$ cat src/rtl/gate_deadtime_guard.sv
// Last-line shoot-through / dead-time guard between the discharge controller and the gate-driver pins.
// Four independent leg FSMs plus a deion gate, all behind a sticky fault latch.
//
// state  | meaning
// -------+--------------------------------------------------------------
// IDLE   | leg off, ready to accept an up or down request
// UP     | up switch driven, on-time counted against MAX_UP_CYCLES
// DOWN   | down switch driven
// DEAD   | both switches off for DEAD_CYCLES clocks before any new gate-on
module gate_deadtime_guard #(
  parameter logic [15:0] DEAD_CYCLES   = 16'd10,
  parameter logic [15:0] MAX_UP_CYCLES = 16'd60000
) (
  input  logic       clk,
  input  logic       rst_n,
  input  logic       enable,
  input  logic [1:0] req_buck1,
  input  logic [1:0] req_buck2,
  input  logic [1:0] req_res1,
  input  logic [1:0] req_res2,
  input  logic       req_deion,
  input  logic       fault_clr,
  output logic [1:0] gate_buck1,
  output logic [1:0] gate_buck2,
  output logic [1:0] gate_res1,
  output logic [1:0] gate_res2,
  output logic       gate_deion,
  output logic [3:0] leg_ready,
  output logic       fault,
  output logic [8:0] fault_flags
);

  typedef enum logic [1:0] {
    S_IDLE = 2'd0,
    S_UP   = 2'd1,
    S_DOWN = 2'd2,
    S_DEAD = 2'd3
  } leg_state_t;

  typedef struct packed {
    leg_state_t st;
    logic       ill;
    logic       ot;
  } leg_step_t;

  function automatic leg_step_t leg_step(leg_state_t st, logic dead_done, logic up_over,
                                         logic [1:0] eff);
    leg_step_t r;
    r.st  = st;
    r.ill = 1'b0;
    r.ot  = 1'b0;
    case (st)
      S_IDLE: begin
        case (eff)
          2'b10:   r.st = S_UP;
          2'b01:   r.st = S_DOWN;
          2'b11: begin
            r.st  = S_DEAD;
            r.ill = 1'b1;
          end
          default: r.st = S_IDLE;
        endcase
      end
      S_UP: begin
        if (eff == 2'b10) begin
          if (up_over) begin
            r.st = S_DEAD;
            r.ot = 1'b1;
          end
        end else begin
          r.st  = S_DEAD;
          r.ill = (eff == 2'b11);
        end
      end
      S_DOWN: begin
        if (eff != 2'b01) begin
          r.st  = S_DEAD;
          r.ill = (eff == 2'b11);
        end
      end
      default: begin
        if (dead_done) begin
          case (eff)
            2'b10:   r.st = S_UP;
            2'b01:   r.st = S_DOWN;
            default: r.st = S_IDLE;
          endcase
          r.ill = (eff == 2'b11);
        end
      end
    endcase
    return r;
  endfunction

  leg_state_t  st_q       [4];
  leg_state_t  st_nxt     [4];
  logic [15:0] dead_cnt_q [4];
  logic [15:0] up_cnt_q   [4];
  logic [1:0]  req_v      [4];
  logic [1:0]  eff0       [4];
  logic [1:0]  gate_q     [4];
  leg_step_t   pre        [4];
  leg_step_t   fin        [4];
  logic [3:0]  dead_done;
  logic [3:0]  up_over;
  logic [8:0]  det_flags;
  logic [8:0]  flags_nxt;
  logic        any_up_pre;
  logic        fault_any;
  logic        clr_ok;
  logic        deion_nxt;

  assign req_v[0] = req_buck1;
  assign req_v[1] = req_buck2;
  assign req_v[2] = req_res1;
  assign req_v[3] = req_res2;

  assign gate_buck1 = gate_q[0];
  assign gate_buck2 = gate_q[1];
  assign gate_res1  = gate_q[2];
  assign gate_res2  = gate_q[3];
  assign fault      = |fault_flags;

  // First pass finds new faults; any new fault then forces eff = 00 for every leg in the
  // same update, so all gates drop on the detecting edge rather than one clock later.
  always_comb begin
    eff0       = '{default: 2'b00};
    pre        = '{default: '0};
    fin        = '{default: '0};
    st_nxt     = '{default: S_DEAD};
    dead_done  = '0;
    up_over    = '0;
    det_flags  = '0;
    any_up_pre = 1'b0;
    for (int i = 0; i < 4; i++) begin
      eff0[i]      = (enable && !fault) ? req_v[i] : 2'b00;
      dead_done[i] = ({1'b0, dead_cnt_q[i]} + 17'd1) >= {1'b0, DEAD_CYCLES};
      up_over[i]   = ({1'b0, up_cnt_q[i]} + 17'd1) >= {1'b0, MAX_UP_CYCLES};
      pre[i]       = leg_step(st_q[i], dead_done[i], up_over[i], eff0[i]);
      det_flags[i]     = pre[i].ill;
      det_flags[4 + i] = pre[i].ot;
      if (pre[i].st == S_UP) any_up_pre = 1'b1;
    end
    det_flags[8] = req_deion && any_up_pre;
    fault_any    = fault || (|det_flags);
    for (int i = 0; i < 4; i++) begin
      fin[i]    = leg_step(st_q[i], dead_done[i], up_over[i], 2'b00);
      st_nxt[i] = (fault_any && (pre[i].st == S_UP || pre[i].st == S_DOWN)) ? fin[i].st
                                                                           : pre[i].st;
    end
    clr_ok    = fault_clr && (req_v[0] == 2'b00) && (req_v[1] == 2'b00) &&
                (req_v[2] == 2'b00) && (req_v[3] == 2'b00) && !req_deion;
    flags_nxt = (clr_ok ? 9'd0 : fault_flags) | det_flags;
    deion_nxt = req_deion && enable && !fault_any && !any_up_pre;
  end

  always_ff @(posedge clk) begin
    if (!rst_n) begin
      for (int i = 0; i < 4; i++) begin
        st_q[i]       <= S_DEAD;
        dead_cnt_q[i] <= 16'd0;
        up_cnt_q[i]   <= 16'd0;
        gate_q[i]     <= 2'b00;
      end
      leg_ready   <= 4'b0000;
      gate_deion  <= 1'b0;
      fault_flags <= 9'd0;
    end else begin
      for (int i = 0; i < 4; i++) begin
        st_q[i] <= st_nxt[i];
        if (st_q[i] == S_DEAD && st_nxt[i] == S_DEAD)
          dead_cnt_q[i] <= (dead_cnt_q[i] == 16'hFFFF) ? dead_cnt_q[i] : dead_cnt_q[i] + 16'd1;
        else
          dead_cnt_q[i] <= 16'd0;
        if (st_q[i] == S_UP && st_nxt[i] == S_UP)
          up_cnt_q[i] <= (up_cnt_q[i] == 16'hFFFF) ? up_cnt_q[i] : up_cnt_q[i] + 16'd1;
        else
          up_cnt_q[i] <= 16'd0;
        case (st_nxt[i])
          S_UP:    gate_q[i] <= 2'b10;
          S_DOWN:  gate_q[i] <= 2'b01;
          default: gate_q[i] <= 2'b00;
        endcase
        leg_ready[i] <= (st_nxt[i] != S_DEAD);
      end
      gate_deion  <= deion_nxt;
      fault_flags <= flags_nxt;
    end
  end

endmodule

$ cat config.mk
export PLATFORM = sky130hd
export DESIGN_NAME = gate_deadtime_guard
export DESIGN_NICKNAME = d
export VERILOG_FILES = /design/src/rtl/gate_deadtime_guard.sv
export SDC_FILE = /design/constraint.sdc
export NUM_CORES = 1
export LEC_CHECK = 0
export BUFFER_PORTS_ARGS = -buffer_cell sky130_fd_sc_hd__clkbuf_2
export CORE_MARGIN = 1
export CORE_UTILIZATION = 45
export DETAILED_ROUTE_END_ITERATION = 16
export PLACE_DENSITY = 0.61
export SETUP_SLACK_MARGIN = 0.5
export SYNTH_ARGS = -nofsm -noshare
export SYNTH_HDL_FRONTEND = slang
export SYNTH_SLANG_ARGS = --single-unit
$ cat constraint.sdc
create_clock -name clk -period 10.9 [get_ports clk]
set_input_delay 1.09 -clock clk [delete_from_list [all_inputs] [get_ports clk]]
set_output_delay 1.09 -clock clk [all_outputs]
set_load 0.03 [all_outputs]
== Yosys cells after proc, flatten, opt, wreduce, memory -nomap -nowiden ==
Memories as Yosys holds them, arrays and structs flattened.
Index checks and enable logic that the tools add are counted.
Word-level totals
  register bits: 14
  bits in writable memories: 144
  output and inout port bits: 23
  logic and storage cells: 368
  memories: 4
  input port bits: 13
Cells by class
  add/sub/neg operators: 16
  $lt $le $gt $ge: 8
  reduce and logical (&&, ||, !) cells: 49
  mux-type cells: 195
  bitwise gates (word level): 33
  eq/ne operators: 60
Memories
  dead_cnt_q: depth 4, bits a word 16, rd ports 4, clocked after memory_dff 0, write ports 4, line 97  | logic [15:0] dead_cnt_q [4];
  up_cnt_q: depth 4, bits a word 16, rd ports 4, clocked after memory_dff 0, write ports 4, line 98  | logic [15:0] up_cnt_q [4];
  gate_q: depth 4, bits a word 2, rd ports 4, clocked after memory_dff 0, write ports 4, line 101  | logic [1:0] gate_q [4];
  st_q: depth 4, bits a word 2, rd ports 4, clocked after memory_dff 0, write ports 4, line 95  | leg_state_t st_q [4];
Operator list (count)
  $mux W16: 24
  $add A16 B1 Y17 const B: 8
  $add A16 B1 Y16 const B: 8
  $eq A16 B16 Y1 const B: 8
  $mux W1: 110
  $ge A17 B16 Y1 const B: 4
  $ge A17 B4 Y1 const B: 4
  $mux W2: 32
  $eq A2 B2 Y1 const B: 28
  $mux W3: 12
  $pmux W3 S3: 4
  $eq A2 B1 Y1 const B: 16
  $or A1 B1 Y1: 32
  $pmux W2 S2: 8
  $pmux W2 S3: 4
  $logic_and A1 B1 Y1: 22
  $reduce_or A9 Y1: 2
  $logic_not A2 Y1: 8
  $reduce_or A2 Y1: 8
  $mux W9: 1
  $or A9 B9 Y9: 1
  $ne A2 B1 Y1 const B: 4
  $ne A2 B2 Y1 const B: 4
  $logic_or A1 B1 Y1: 5
  $logic_not A1 Y1: 4

== Depth between registers and ports, before layout ==
Gate-level depths: netlist (run 1).
  depth in word-level cells: 25
  mapped depth: 24
  mapped depth without buffers: 23

== Least setup slack after synthesis (run 1) ==
No wires, ideal clock.
  path kind: register to register
  start point: memory dead_cnt_q[2][0]
  end point: memory dead_cnt_q[0][0] (enable)
  path buffers: 1
  setup time: 0.453 ns
  cell stages (with the launch flop): 23
  setup slack: 5.526 ns
  data arrival time: 4.922 ns
  required time: 10.447 ns
  clock period less this slack: 5.374 ns
  path through: edfxtp_1 -> ha_1 -> xnor2_1 -> nand3b_1 -> maj3_1 -> o21ai_0 -> and4b_4 -> mux2_2 -> o21ai_0 -> inv_1 -> ha_1 -> or4_1 -> nand2_1 -> nand2b_1 -> a21oi_1 -> o2111a_1 -> buf_4 -> a21oi_4 -> o21ai_0 -> ha_1 -> nand3_1 -> inv_1 -> nand4_1
RTL lines (line)
  start: declaration: 97

==> metrics.yaml, run 1 <==
outcome: "finished clean"
cts_setup_buffers: 0
powerDensity_nw_per_um2: 188
fin_crit_sh_pct: 62.4
drc: 0
cts_tree: "yes"
synth_edf_count: 136
synth_top_cell_by_area: "edfxtp_1"
clkSinkCount: 158
drt_wl_total_um: 22200
antenna_cells: 0
tns_ps: 0
grt_pass1_vias: 7659
gp_congestion: 0.823
fin_nets: 1194
port_buffers: 35
grt_use_met3_pct: 3.82
drive_gt1_share_pct: 9.51
die_y_um: 157
wire_per_inst_um: 15.1
crit_buf_inv: 2
max-slew-margin-rel_pct: 41.5
drt_iter0_markers: 575
ys_types: 82
worst_pin_slew_ps: 875
netlist.area_leader.share_pct: 38.0
timing.final.max_slew_violations: 0
grtUsageTotal_pct: 19.0
gr-usage-met2_pct: 30.1
synth_seq_cells: 158
dpl_cell_area_um2: 11100
die_w_um: 157
grt_pass1_wl_um: 37100
rsz0062_at_grt: "false"
fin_crit_ps: 6800
fin_area_um2: 11700
seq_area_frac_synth_pct: 42.1
hold_violations: 0
postSynthCellCount: 1119
path_cells: "ha_1, nand3_1, nor4_1, xnor2_1, o2111ai_1, nor3_1, nand2_1, o311ai_0, and2_1, inv_1, ha_1, or4_1, nand2_1, nand2b_1, a21oi_1, o2111a_1, a21oi_4, o21ai_0, ha_1, nand3_1, inv_1, nand4_1"
synth_area_leaders: "edfxtp_1, nor2_1, ha_1, xnor2_1, xor2_1"
synth_area_um2: 10700
crit_slowest_cell: "nand4_1"
cp.arrival_ps: 6710
syn-num-nets: 1180
critical-path-max-stage-delay_ps: 700
antenna_found_initial: 2
cts_resized: 0
peakVddDrop_uv: 133
dpl.hpwl_um: 15800
use_met1_pct: 25.8
max_freq_mhz: 147
cts_hold_buf: 0
initial_core_util_pct: 45.8
dr.pass1.iters: 5
path_clk_slew_ps: 70
grt_overflow_total: 0
startpoint_type: "register"
vias_per_cell: 5.54
p_leak_nw: 4.26
area_growth_pct: 9.26
crit_family: "simple AND/OR/NAND/NOR gates"
clkLatencyLatePin_ps: 440
io_pins: 36
ant_nets: 0
min-delay-path-class: "reg2reg"
path_max_fanout: 16
path_class: "reg2reg"
drv_cap: 0
grt_start_max_net_pins: 27
cts-root-buf: "clkbuf_16"
via_count: 8117
fp.coreArea_um2: 23500
dieArea_um2: 24500
clk_path_buf_depth: 2
busiest_layer: "met2"
placementRows: 56
critPathCaptureType: "register"
htree_levels: 4
synth_warnings: 0
synth.avg_cell_area_um2: 9.60
synth_ff_type: "edfxtp_1"
required_ps: 10810
postSynth.asyncResetShare_pct: 0
fin_skew_ps: 9.94
crit_top_cell: "ha_1"
numCtsBuffers: 17
setup_viol: 0
==> synthesized netlist by cell type, types with 4 or more instances <==
cell type    n
o22ai_1      4
a211o_1      7
nand2_1     89
nor3_1      27
mux2i_1     17
a311oi_1     6
a22oi_1      5
o31ai_1     11
nand3_1     72
nor4b_1      5
o211ai_1    10
or3_1       19
and3_1      16
inv_1       35
nor3b_1     11
edfxtp_1   136
nand4_1     29
o21ai_0     26
nor2_1     175
dfxtp_1     22
o311a_1      4
nand2b_1     7
buf_4        4
a32o_1       4
a211oi_1     4
nor4_4       6
and2_1      11
or4_1        8
and4_1       8
buf_2       12
nand4_2      5
o21a_1       6
nor2b_1     11
xor2_1      52
mux2_2       4
nand3b_1     5
a21oi_1     34
a31oi_1      4
xnor2_1     60
clkbuf_1    22
nor4_1      13
mux2_4       4
ha_1        48
==> power breakdown <==
group | switching [mW] | internal (mW) | total, mW
registers | 0.0438 | 0.708 | 0.752
logic | 0.503 | 0.327 | 0.830
clock network | 0.271 | 0.352 | 0.623
total | 0.818 | 1.39 | 2.21
==> metal layers <==
layer	up-vias	part of all wire (%)
met4	4	1.7
met2	111	45
met3	31	3.3
met5	-	0.13
li1	4149	-
met1	3822	50
==> final timing paths <==
path	startpoint	endpoint	slack [ps]	cells past startpoint
max	dead_cnt_q[1][0]$_SDFFCE_PP0P_	up_cnt_q[1][13]$_SDFFCE_PP0P_	4100	22
min	fault_flags[6]$_SDFF_PN0_	fault_flags[6]$_SDFF_PN0_	490	2
max reg2reg	dead_cnt_q[1][0]$_SDFFCE_PP0P_	up_cnt_q[1][13]$_SDFFCE_PP0P_	4100	22
min reg2reg	fault_flags[6]$_SDFF_PN0_	fault_flags[6]$_SDFF_PN0_	490	2
==> state kept, by name (all words and copies together), names as in the netlist <==
register and flops:
up_cnt_q 64, gate_deion 1, fault_flags 9, leg_ready 4, st_q 8, gate_q 8
dead_cnt_q 64
==> cell families after synthesis <==
| kind of cell | Yosys count | share of synthesized area, % |
|---|---|---|
| xor+xnor | 112 | 9.13 |
| buf+inv | 75 | 2.97 |
| fa+ha+maj | 49 | 5.68 |
| simple gates | 541 | 27.0 |
| compound gates | 157 | 10.4 |
| flops | 158 | 42.1 |
| mux | 27 | 2.77 |
==> worst reg2reg max path, stage by stage, from the launching register on <==
cell	delay [ps]
edfxtp_1	460
ha_1	270
nand3_1	190
nor4_1	370
xnor2_1	200
o2111ai_1	140
nor3_1	540
nand2_1	110
o311ai_0	150
and2_1	230
inv_1	50
ha_1	170
or4_1	520
nand2_1	110
nand2b_1	60
a21oi_1	110
o2111a_1	530
a21oi_4	160
o21ai_0	280
ha_1	250
nand3_1	430
inv_1	230
nand4_1	700
==> area by class of cell <==
cell class              instances  area, um2
clock buffers                  18        439
clock inverters                14        169
fillers                      2176      11700
inverters                      35        131
multi-input cells             886       5900
flip-flops and latches        158       4520
well taps                     319        399
repair buffers                 35        175
==> layout by cell type (no fill, tap or decap), drive strengths merged, types with 7 or more instances in the layout <==
cell,count
nor2,176
edfxtp,136
nand2,89
nand3,75
xnor2,60
clkbuf,53
xor2,52
ha,48
inv,43
a21oi,38
nand4,36
nor3,29
o21ai,29
dfxtp,22
nor4,21
or3,19
mux2i,17
and3,16
and2,12
nor3b,11
o31ai,11
nor2b,11
o211ai,10
mux2,10
and4,8
or4,8
nand2b,7
a211o,7
==> per-stage QoR <==
step,util (%),hold slack [ps],instances,worst slack (ps),power (mW)
finish,50.0,488,1465,4100,2.21
global route,50.0,518,1465,3350,2.35
detailed placement,47.4,487,1433,4060,1.59
global placement,47.4,478,1433,4330,1.58
CTS,50.0,496,1465,4040,2.22
floorplan,-,563,1119,5530,1.41
No activity file was read; power rests on OpenSTA's default activity.
==> run 2: changes to the inputs <==
--- a/config.mk
+++ b/config.mk
@@ -9,7 +9,7 @@
 export CORE_MARGIN = 1
 export CORE_UTILIZATION = 45
 export DETAILED_ROUTE_END_ITERATION = 16
-export PLACE_DENSITY = 0.61
+export PLACE_DENSITY = 0.63
 export SETUP_SLACK_MARGIN = 0.5
 export SYNTH_ARGS = -nofsm -noshare
 export SYNTH_HDL_FRONTEND = slang
==> constraint.sdc (replaced) <==
create_clock -name clk -period 6.15 [get_ports clk]
set_input_delay 0.615 -clock clk [delete_from_list [all_inputs] [get_ports clk]]
set_output_delay 0.615 -clock clk [all_outputs]
set_load 0.03 [all_outputs]
==> run 2 against run 1 <==
- sequential share of layout area shrank 1.2 points
- first-iteration DRC count decreased by 16%
- clock power rose by 65%
- worst setup slack worse by 3400 ps
- cell count up 2.8%
- critical endpoint is now gate_q[2][0]$_SDFFCE_PP0P_
==> metrics.yaml, run 2 (synthesis gave the netlist of run 1 again) <==
final_common_cell: "nor2_1"
final_cells: 1506  # +2.8%
htree_levels: 4  # unchanged
final_cell_mix: "nor2_1, edfxtp_1, nand2_1"
min-delay-path-class: "reg2reg"
wire_per_inst_um: 15.2  # +0.15%
gr-usage-met2_pct: 30.1  # +0.043 points
path_cells: "ha_2, xnor2_1, nand3b_1, maj3_1, o21ai_1, and4b_4, mux2_2, o21ai_4, inv_1, ha_1, or4_1, nand2_1, nand2b_1, a21oi_1, o2111a_2, buf_4, a21oi_4, mux2_4, ha_1, or4_1"
startpoint_type: "register"
fin_nets: 1235  # +3.4%
grtUsageTotal_pct: 19.1  # +0.16 points
die_y_um: 157  # unchanged
r2r-start: "dead_cnt_q[2][1]$_SDFFCE_PP0P_"
drive_gt1_share_pct: 14.1  # +4.6 points
setup_viol: 0  # unchanged
io_pins: 36  # unchanged
dpl_cell_area_um2: 11300  # +1.5%
dr.pass1.iters: 5  # unchanged
port_buffers: 35  # unchanged
via_count: 8361  # +3.0%
initial_core_util_pct: 45.8  # unchanged
crit_slowest_cell: "or4_1"
peakVddDrop_uv: 260  # +96%
grt_pass1_wl_um: 37800  # +2.0%
drt_iter0_markers: 484  # -16%
required_ps: 6310  # -4500 ps
die_w_um: 157  # unchanged
outcome: "finished clean"
path_clk_slew_ps: 70  # about the same
critical-path-max-stage-delay_ps: 560  # -140 ps
powerDensity_nw_per_um2: 324  # +73%
fin_area_um2: 12100  # +3.2%
max-slew-margin-rel_pct: 44.2  # +2.7 points
gp_congestion: 0.849  # +3.1%
fin_crit_ps: 5420  # -1370 ps
tns_ps: 0  # unchanged
cts_tree: "yes"
grt_overflow_total: 0  # unchanged
busiest_layer: "met2"
cts-root-buf: "clkbuf_16"
rsz0062_at_grt: "false"
critPathCaptureType: "register"
use_met1_pct: 26.6  # +0.82 points
timing.final.max_slew_violations: 0  # unchanged
hold_violations: 0  # unchanged
dieArea_um2: 24500  # unchanged
placementRows: 56  # unchanged
fin_skew_ps: 13.0  # +3.06 ps
clkLatencyLatePin_ps: 430  # about the same
top_regs: "dead_cnt_q (64), up_cnt_q (64), fault_flags (9)"
vias_per_cell: 5.55  # +0.20%
max_freq_mhz: 184  # +25%
drc: 0  # unchanged
holdWs_ps: 480  # -8.61 ps
antenna_found_initial: 1  # -1
numCtsBuffers: 17  # unchanged
grt_start_max_net_pins: 27  # unchanged
path_max_fanout: 6  # -10
drt_wl_total_um: 22800  # +2.9%
fin_util_pct: 51.6  # +1.6 points
path_class: "reg2reg"
cp.arrival_ps: 5580  # -1130 ps
fp.coreArea_um2: 23500  # unchanged
ant_nets: 0  # unchanged
hp-start: "fault_flags[7]$_SDFF_PN0_"
grt_use_met3_pct: 3.88  # +0.055 points
dpl.hpwl_um: 15900  # +1.0%
drv_cap: 0  # unchanged
p_leak_nw: 4.46  # +4.6%
area_growth_pct: 12.8
antenna_cells: 0  # unchanged
clkSinkCount: 158  # unchanged
worst_pin_slew_ps: 836  # -38.9 ps
fin_crit_sh_pct: 88.2  # +26 points
clk_path_buf_depth: 2  # unchanged
grt_pass1_vias: 7755  # +1.3%
cp-startpoint: "dead_cnt_q[2][1]$_SDFFCE_PP0P_"
dp_cells: 1454  # +1.5%
==> run 2: cell count changes in the layout (fill, tap and decap cells not counted), sizes merged <==
cell / delta
buf: +41
clkinv: +1
inv: -1
clkbuf: -1
bufinv: -1
clkinvlp: +2
==> run 2: cell type report <==
class                      count  area [um2]
clock inverter                15         135
sequential                   158        4520
clock buffer                  17         425
multi-input combinational    886        6010
tap                          319         399
fill                        2120       11400
inverter                      35         131
timing repair buffer          76         495
==> run 2: repair_timing <==
item | in CTS | in global routing
hold buffers | 0 | 0
endpoints found under the setup margin | 107 | 199
pin swaps | 0 | 8
buffers inserted | 1 | 19
gates resized for setup | 4 | 22
==> run 2: final timing paths <==
check	end	slack [ps]	cells after the start
worst min register to register	fault_flags[7]$_SDFF_PN0_	480	2
worst max register to register	gate_q[2][0]$_SDFFCE_PP0P_	730	20
worst min-delay path	fault_flags[7]$_SDFF_PN0_	480	2
worst max-delay path	gate_q[2][0]$_SDFFCE_PP0P_	730	20
==> run 2: metrics by stage <==
step / total power [mW] / worst slack (ps)
finish: 3.93 / 726
global route: 4.18 / 446
CTS: 3.89 / 559
detailed placement: 2.84 / 282
global placement: 2.82 / 471
floorplan: 2.50 / 776
==> run 2: layer usage <==
metal | wire (um) | up-vias
met2 | 10300 | 149
met3 | 935 | 27
met4 | 246 | 2
met5 | 12 | -
met1 | 11300 | 3940
li1 | - | 4243
==> run 2: report_power, final <==
part,leakage (nW),total (mW),internal (mW),switching (mW)
logic,2.34,1.57,0.645,0.923
clock network,0.267,1.03,0.563,0.466
registers,1.85,1.33,1.26,0.0764
total,4.46,3.93,2.46,1.47
==> run 2: critical path: cells and delay by family, from the launching register on <==
family	cells	cell delay [ps]
compound gates	5	870
xor+xnor	1	190
fa+ha+maj	4	1110
buf+inv	2	210
flops	1	470
mux	2	700
simple gates	6	1630
